**src/rtl/mult_pkg.sv**
```systemverilog
// Shared definitions for the sliced sequential multiplier: state encodings,
// the state typedef and the counter-width helper.
package mult_pkg;

  localparam int STATE_W = 3;

  typedef enum logic [STATE_W-1:0] {
    ST_IDLE = 3'b000,
    ST_CALC = 3'b001,
    ST_DONE = 3'b010,
    ST_ERR  = 3'b011
  } state_t;

  // Width of the partial-product counter: max(1, clog2(np)).
  function automatic int cnt_width(input int np);
    return (np <= 2) ? 1 : $clog2(np);
  endfunction

endpackage

```
**src/rtl/mult_slice.sv**
```systemverilog
// Combinational unsigned W x W multiplier producing the full 2W-bit product.
module mult_slice #(
  parameter int W = 4
) (
  input  logic [W-1:0]   i_a,
  input  logic [W-1:0]   i_b,
  output logic [2*W-1:0] o_p
);

  // Operands are zero-extended to the result width so no high bits are lost.
  always_comb begin
    o_p = (2*W)'(i_a) * (2*W)'(i_b);
  end

endmodule

```
**src/rtl/seq_mult_param.sv**
```systemverilog
// Sequential unsigned multiplier: one SLICE_W x SLICE_W partial product per
// cycle, shifted into place and summed into a full-width accumulator.
//
// state | meaning
// ------+-----------------------------------------------------------
// IDLE  | waiting for start; operands latched when start is accepted
// CALC  | one partial product per cycle; start here aborts to ERR
// DONE  | one-cycle done pulse, start ignored, returns to IDLE
// ERR   | aborted; holds until a new start (treated as from IDLE)
module seq_mult_param
  import mult_pkg::*;
#(
  parameter int A_W     = 8,
  parameter int B_W     = 8,
  parameter int SLICE_W = 4
) (
  input  logic               clk,
  input  logic               reset_a,
  input  logic               start,
  input  logic [A_W-1:0]     dataa,
  input  logic [B_W-1:0]     datab,
  output logic [A_W+B_W-1:0] product,
  output logic               done,
  output logic               busy,
  output logic               error,
  output logic [2:0]         state_out
);

  localparam int NA    = A_W / SLICE_W;
  localparam int NB    = B_W / SLICE_W;
  localparam int NP    = NA * NB;
  localparam int CNT_W = cnt_width(NP);
  localparam int P_W   = A_W + B_W;

  localparam logic [CNT_W-1:0] LAST_CNT = CNT_W'(NP - 1);

  // Operand widths that do not split evenly into slices are rejected outright.
  if (SLICE_W < 1 || (A_W % SLICE_W) != 0 || (B_W % SLICE_W) != 0) begin : g_bad_width
    $error("seq_mult_param: A_W and B_W must be multiples of SLICE_W");
  end

  state_t             r_state;
  state_t             w_next;
  logic [A_W-1:0]     r_a;
  logic [B_W-1:0]     r_b;
  logic [P_W-1:0]     r_acc;
  logic [P_W-1:0]     r_product;
  logic [CNT_W-1:0]   r_cnt;

  logic [31:0]        w_k;
  logic [31:0]        w_i;
  logic [31:0]        w_j;
  logic [31:0]        w_shift;
  logic [SLICE_W-1:0] w_a_slice;
  logic [SLICE_W-1:0] w_b_slice;
  logic [2*SLICE_W-1:0] w_pp;
  logic [P_W-1:0]     w_pp_aligned;
  logic [P_W-1:0]     w_acc_sum;
  logic               w_last;
  logic               w_accept;

  // Slice selection: count k walks the A slices fastest, then steps B.
  always_comb begin
    w_k       = 32'(r_cnt);
    w_i       = w_k % NA;
    w_j       = w_k / NA;
    w_shift   = (w_i + w_j) * SLICE_W;
    w_a_slice = SLICE_W'(r_a >> (w_i * SLICE_W));
    w_b_slice = SLICE_W'(r_b >> (w_j * SLICE_W));
  end

  mult_slice #(
    .W (SLICE_W)
  ) u_slice (
    .i_a (w_a_slice),
    .i_b (w_b_slice),
    .o_p (w_pp)
  );

  // Align the partial product and form the running sum; the accumulator is
  // as wide as the full product, so the exact result always fits.
  always_comb begin
    w_pp_aligned = P_W'(w_pp) << w_shift;
    w_acc_sum    = r_acc + w_pp_aligned;
    w_last       = (r_cnt == LAST_CNT);
    w_accept     = start && ((r_state == ST_IDLE) || (r_state == ST_ERR));
  end

  // State register with synchronous active-low reset.
  always_ff @(posedge clk) begin
    if (!reset_a) begin
      r_state <= ST_IDLE;
    end else begin
      r_state <= w_next;
    end
  end

  // Next-state logic; unused encodings recover to IDLE.
  always_comb begin
    w_next = ST_IDLE;
    case (r_state)
      ST_IDLE: w_next = start ? ST_CALC : ST_IDLE;
      ST_CALC: begin
        if (start) begin
          w_next = ST_ERR;
        end else if (w_last) begin
          w_next = ST_DONE;
        end else begin
          w_next = ST_CALC;
        end
      end
      ST_DONE: w_next = ST_IDLE;
      ST_ERR:  w_next = start ? ST_CALC : ST_ERR;
      default: w_next = ST_IDLE;
    endcase
  end

  // Operand capture and accumulation; operands are frozen for the whole CALC.
  always_ff @(posedge clk) begin
    if (!reset_a) begin
      r_a   <= '0;
      r_b   <= '0;
      r_acc <= '0;
      r_cnt <= '0;
    end else if (w_accept) begin
      r_a   <= dataa;
      r_b   <= datab;
      r_acc <= '0;
      r_cnt <= '0;
    end else if ((r_state == ST_CALC) && !start) begin
      r_acc <= w_acc_sum;
      r_cnt <= r_cnt + CNT_W'(1);
    end
  end

  // Result register: loads on the edge into DONE, clears on abort or reset.
  always_ff @(posedge clk) begin
    if (!reset_a) begin
      r_product <= '0;
    end else if (r_state == ST_CALC) begin
      if (start) begin
        r_product <= '0;
      end else if (w_last) begin
        r_product <= w_acc_sum;
      end
    end
  end

  // Status outputs are plain decodes of the state register.
  always_comb begin
    done      = (r_state == ST_DONE);
    busy      = (r_state == ST_CALC);
    error     = (r_state == ST_ERR);
    state_out = r_state;
    product   = r_product;
  end

endmodule

```
**config.mk**
```make
export PLATFORM = sky130hd
export DESIGN_NAME = seq_mult_param
export DESIGN_NICKNAME = d
export VERILOG_FILES = /design/src/rtl/mult_pkg.sv /design/src/rtl/mult_slice.sv /design/src/rtl/seq_mult_param.sv
export SDC_FILE = /design/constraint.sdc
export NUM_CORES = 1
export LEC_CHECK = 0
export CAP_MARGIN = 40
export CORE_ASPECT_RATIO = 0.7
export CORE_MARGIN = 5
export CORE_UTILIZATION = 40
export CTS_BUF_LIST = sky130_fd_sc_hd__clkbuf_4 sky130_fd_sc_hd__clkbuf_8 sky130_fd_sc_hd__clkbuf_16
export CTS_CLUSTER_SIZE = 24
export DETAILED_ROUTE_END_ITERATION = 8
export GPL_TIMING_DRIVEN = 0
export SETUP_SLACK_MARGIN = 0.15
export SLEW_MARGIN = 20
export SYNTH_ARGS = -nofsm -noshare
export SYNTH_HDL_FRONTEND = slang
export SYNTH_HIERARCHICAL = 1
export SYNTH_SLANG_ARGS = --single-unit
```
**constraint.sdc**
```tcl
create_clock -name clk -period 13.2 [get_ports clk]
set_input_delay 1.98 -clock clk [delete_from_list [all_inputs] [get_ports clk]]
set_output_delay 1.98 -clock clk [all_outputs]
set_load 0.05 [all_outputs]
```
==> flow_summary.json <==
{
  "status": "finished, final reports clean",
  "intPower_uw": 274,
  "fill_cells": 837,
  "syn_area_sq_um": 3440,
  "grt_usage": 0.175,
  "endpoint_kind": "flop",
  "use_met3": 0.0310,
  "viasPerCell": 5.24,
  "coreArea_sq_um": 8410,
  "synth_flop_cell": "dfxtp_1",
  "power_density_nw_per_um2": 89.4,
  "synthCells": 418,
  "die_h_um": 87.6,
  "grtUsageMet2": 0.280,
  "rsz0062_at_grt": "false",
  "hold_buffers": 0,
  "cts_resized": 0,
  "rows": 28,
  "yosysSeqAreaShare": 0.302,
  "post-route-min-period_ns": 5.10,
  "cts_buffers": 5,
  "worstMarginPinSlew_ns": 0.647,
  "vdd_drop_max_mv": 0.0537,
  "fin_ws_ns": 8.10,
  "max_freq_ghz": 0.196,
  "multiInputGateArea_sq_um": 2260,
  "synth_edf_count": 0,
  "total_power_uw": 369,
  "tns_ns": 0,
  "ant_nets": 0,
  "die_width_um": 121,
  "dr.first_iter.drc_count": 119,
  "power.share.switching": 0.259,
  "antenna_found_initial": 0,
  "cts_buffer_depth": 2,
  "io_pins": 41,
  "grt_pass1_vias": 2996,
  "drive_above_1_share": 0.0495,
  "cpPeakStageDelay_ns": 0.54,
  "start_util": 0.409,
  "seq_power_share": 0.445,
  "setup_violations": 0,
  "hold_path.class": "flop to flop",
  "wire_per_inst_um": 15.3,
  "post-place-ws_ns": 8.10,
  "required_ns": 13.36,
  "dp_hpwl_um": 6830,
  "critical_path_peak_fanout": 6,
  "path_cells": "mux2_2, nand2_1, fa_1, inv_1, fa_1, ha_1, a211oi_1, nor3_1, or3b_1, mux2i_1, nor2_1, ha_1, nand3_1, nor2_1, a31oi_1, o31ai_1, xor2_1, a21oi_1",
  "clock_latency_ns": 0.30,
  "dr.pass1.iters": 4,
  "drc_errors": 0,
  "cts_setup_buffers": 0,
  "p_leak_nw": 1.69,
  "crit_slowest_cell": "fa_1",
  "finalHoldViolCount": 0,
  "grt_use_met1": 0.248,
  "gp_congestion": 0.861,
  "power_frac_comb": 0.144,
  "synthDistinctLibCells": 49,
  "area_delta_synth_final_pct": 20.0,
  "fin_nets": 520,
  "vias": 2984,
  "path_class": "flop to flop",
  "fin_skew_ns": 0.00540,
  "arrival_ns": 5.26,
  "max_slew_margin": 0.566,
  "seqCellArea_sq_um": 1040,
  "ys_warn_count": 6,
  "htree_num_levels": 2,
  "grt_remaining_overflow": 0,
  "start_kind": "flop",
  "syn_nets": 474,
  "gr-max-usage-layer": "met2",
  "p_switching_uw": 95.6,
  "drv_cap": 0,
  "ys_seq_elements": 52,
  "cts.sinks": 52,
  "cts_root_buf": "clkbuf_16",
  "grt_max_degree": 16,
  "power_frac_clock": 0.411,
  "maxSlewViolCount": 0,
  "portBuffers": 39,
  "wirelength_um": 8720,
  "clkTransAtPathRegs_ns": 0.07,
  "async_reset_ff_frac": 0,
  "avgSynthCellArea_sq_um": 8.23,
  "grt_pass1_wl_um": 14800,
  "fin_crit_sh": 0.386,
  "fp.dieArea_sq_um": 10600,
  "diodes": 0,
  "tritoncts": "done"
}
Yosys cell counts, types with 8 or more instances:
| master | count | share of area |
|---|---|---|
| dfxtp_1 | 52 | 0.30 |
| nand2_1 | 74 | 0.081 |
| nor2b_1 | 17 | 0.031 |
| a21boi_0 | 16 | 0.035 |
| a21oi_1 | 30 | 0.044 |
| ha_1 | 32 | 0.12 |
| o21ai_0 | 14 | 0.020 |
| nor2_1 | 12 | 0.013 |
| mux2_2 | 8 | 0.026 |
| clkbuf_1 | 22 | 0.024 |
| and2_1 | 21 | 0.038 |
| xnor2_1 | 11 | 0.028 |
| inv_1 | 11 | 0.012 |
| nand3_1 | 10 | 0.015 |
worst max-delay path, delay by kind of cell, from the launching register on:
kind,cells,cell delay (ns)
xor+xnor,1,0.28
compound gates,4,0.95
simple gates,6,0.91
mux,2,0.46
fa+ha+maj,4,1.82
buf+inv,1,0.06
flops,1,0.49
logic make-up (layout without fill, tap and decap cells):
group | count (synthesis) | in the layout | synth area share
buf+inv | 35 | 82 | 0.0414
other cells | 1 | 1 | 0.00109
flops | 52 | 52 | 0.302
fa+ha+maj | 37 | 37 | 0.145
mux | 13 | 13 | 0.0407
compound gates | 104 | 104 | 0.202
xor+xnor | 16 | 16 | 0.0407
simple gates | 160 | 160 | 0.226
cell type report:
| cell class | instances | share of cell area |
|---|---|---|
| tap | 105 | 0.0318 |
| inverter | 11 | 0.00999 |
| timing repair buffer | 39 | 0.0945 |
| sequential | 52 | 0.252 |
| buffer | 24 | 0.0245 |
| clock inverter | 2 | 0.00848 |
| clock buffer | 6 | 0.0321 |
| multi-input combinational | 331 | 0.547 |
routing by layer:
layer | up-vias | share of wire
li1 | 1551 | -
met5 | - | 0
met1 | 1369 | 0.52
met4 | 0 | 0.0090
met3 | 8 | 0.050
met2 | 56 | 0.43
sequential cells by signal, summed over array words and instances, names as in the netlist:
name	flops
product	16
r_acc	16
r_a	8
r_b	8
r_cnt	2
state_out	2
through the flow:
step / hold WS (ns) / instances / area [sq um] / util
4_1_cts: 0.460 / 570 / 4130 / 0.491
2_1_floorplan: 0.436 / 418 / 3440 / -
5_1_grt: 0.476 / 570 / 4130 / 0.491
6_report: 0.455 / 570 / 4130 / 0.491
3_3_place_gp: 0.437 / 562 / 3960 / 0.471
3_5_place_dp: 0.446 / 562 / 3960 / 0.471
final timing paths:
| check | from | end | cells past startpoint | slack, ns |
|---|---|---|---|---|
| max | r_cnt[0] | r_acc[15] | 18 | 8.10 |
| min | product[15] | product[15] | 2 | 0.46 |
| max reg2reg | r_cnt[0] | r_acc[15] | 18 | 8.10 |
| min reg2reg | product[15] | product[15] | 2 | 0.46 |
power groups by stage:
stage | Clock [mW] | Sequential [mW] | Combinational (mW)
2_1_floorplan | 0 | 0.169 | 0.0329
3_3_place_gp | 0 | 0.168 | 0.0525
3_5_place_dp | 0 | 0.168 | 0.0532
4_1_cts | 0.154 | 0.164 | 0.0534
5_1_grt | 0.159 | 0.165 | 0.0591
6_report | 0.152 | 0.164 | 0.0532
placed cells by master, fill, tap and decap left out, types with 8 or more instances in the layout:
cell type         n
nand2_1          74
dfxtp_1          52
clkdlybuf4s50_1  39
ha_1             32
a21oi_1          30
clkbuf_1         22
and2_1           21
nor2b_1          17
a21boi_0         16
o21ai_0          14
nor2_1           12
inv_1            11
xnor2_1          11
nand3_1          10
mux2_2            8
(Power assumes the default switching activity.)
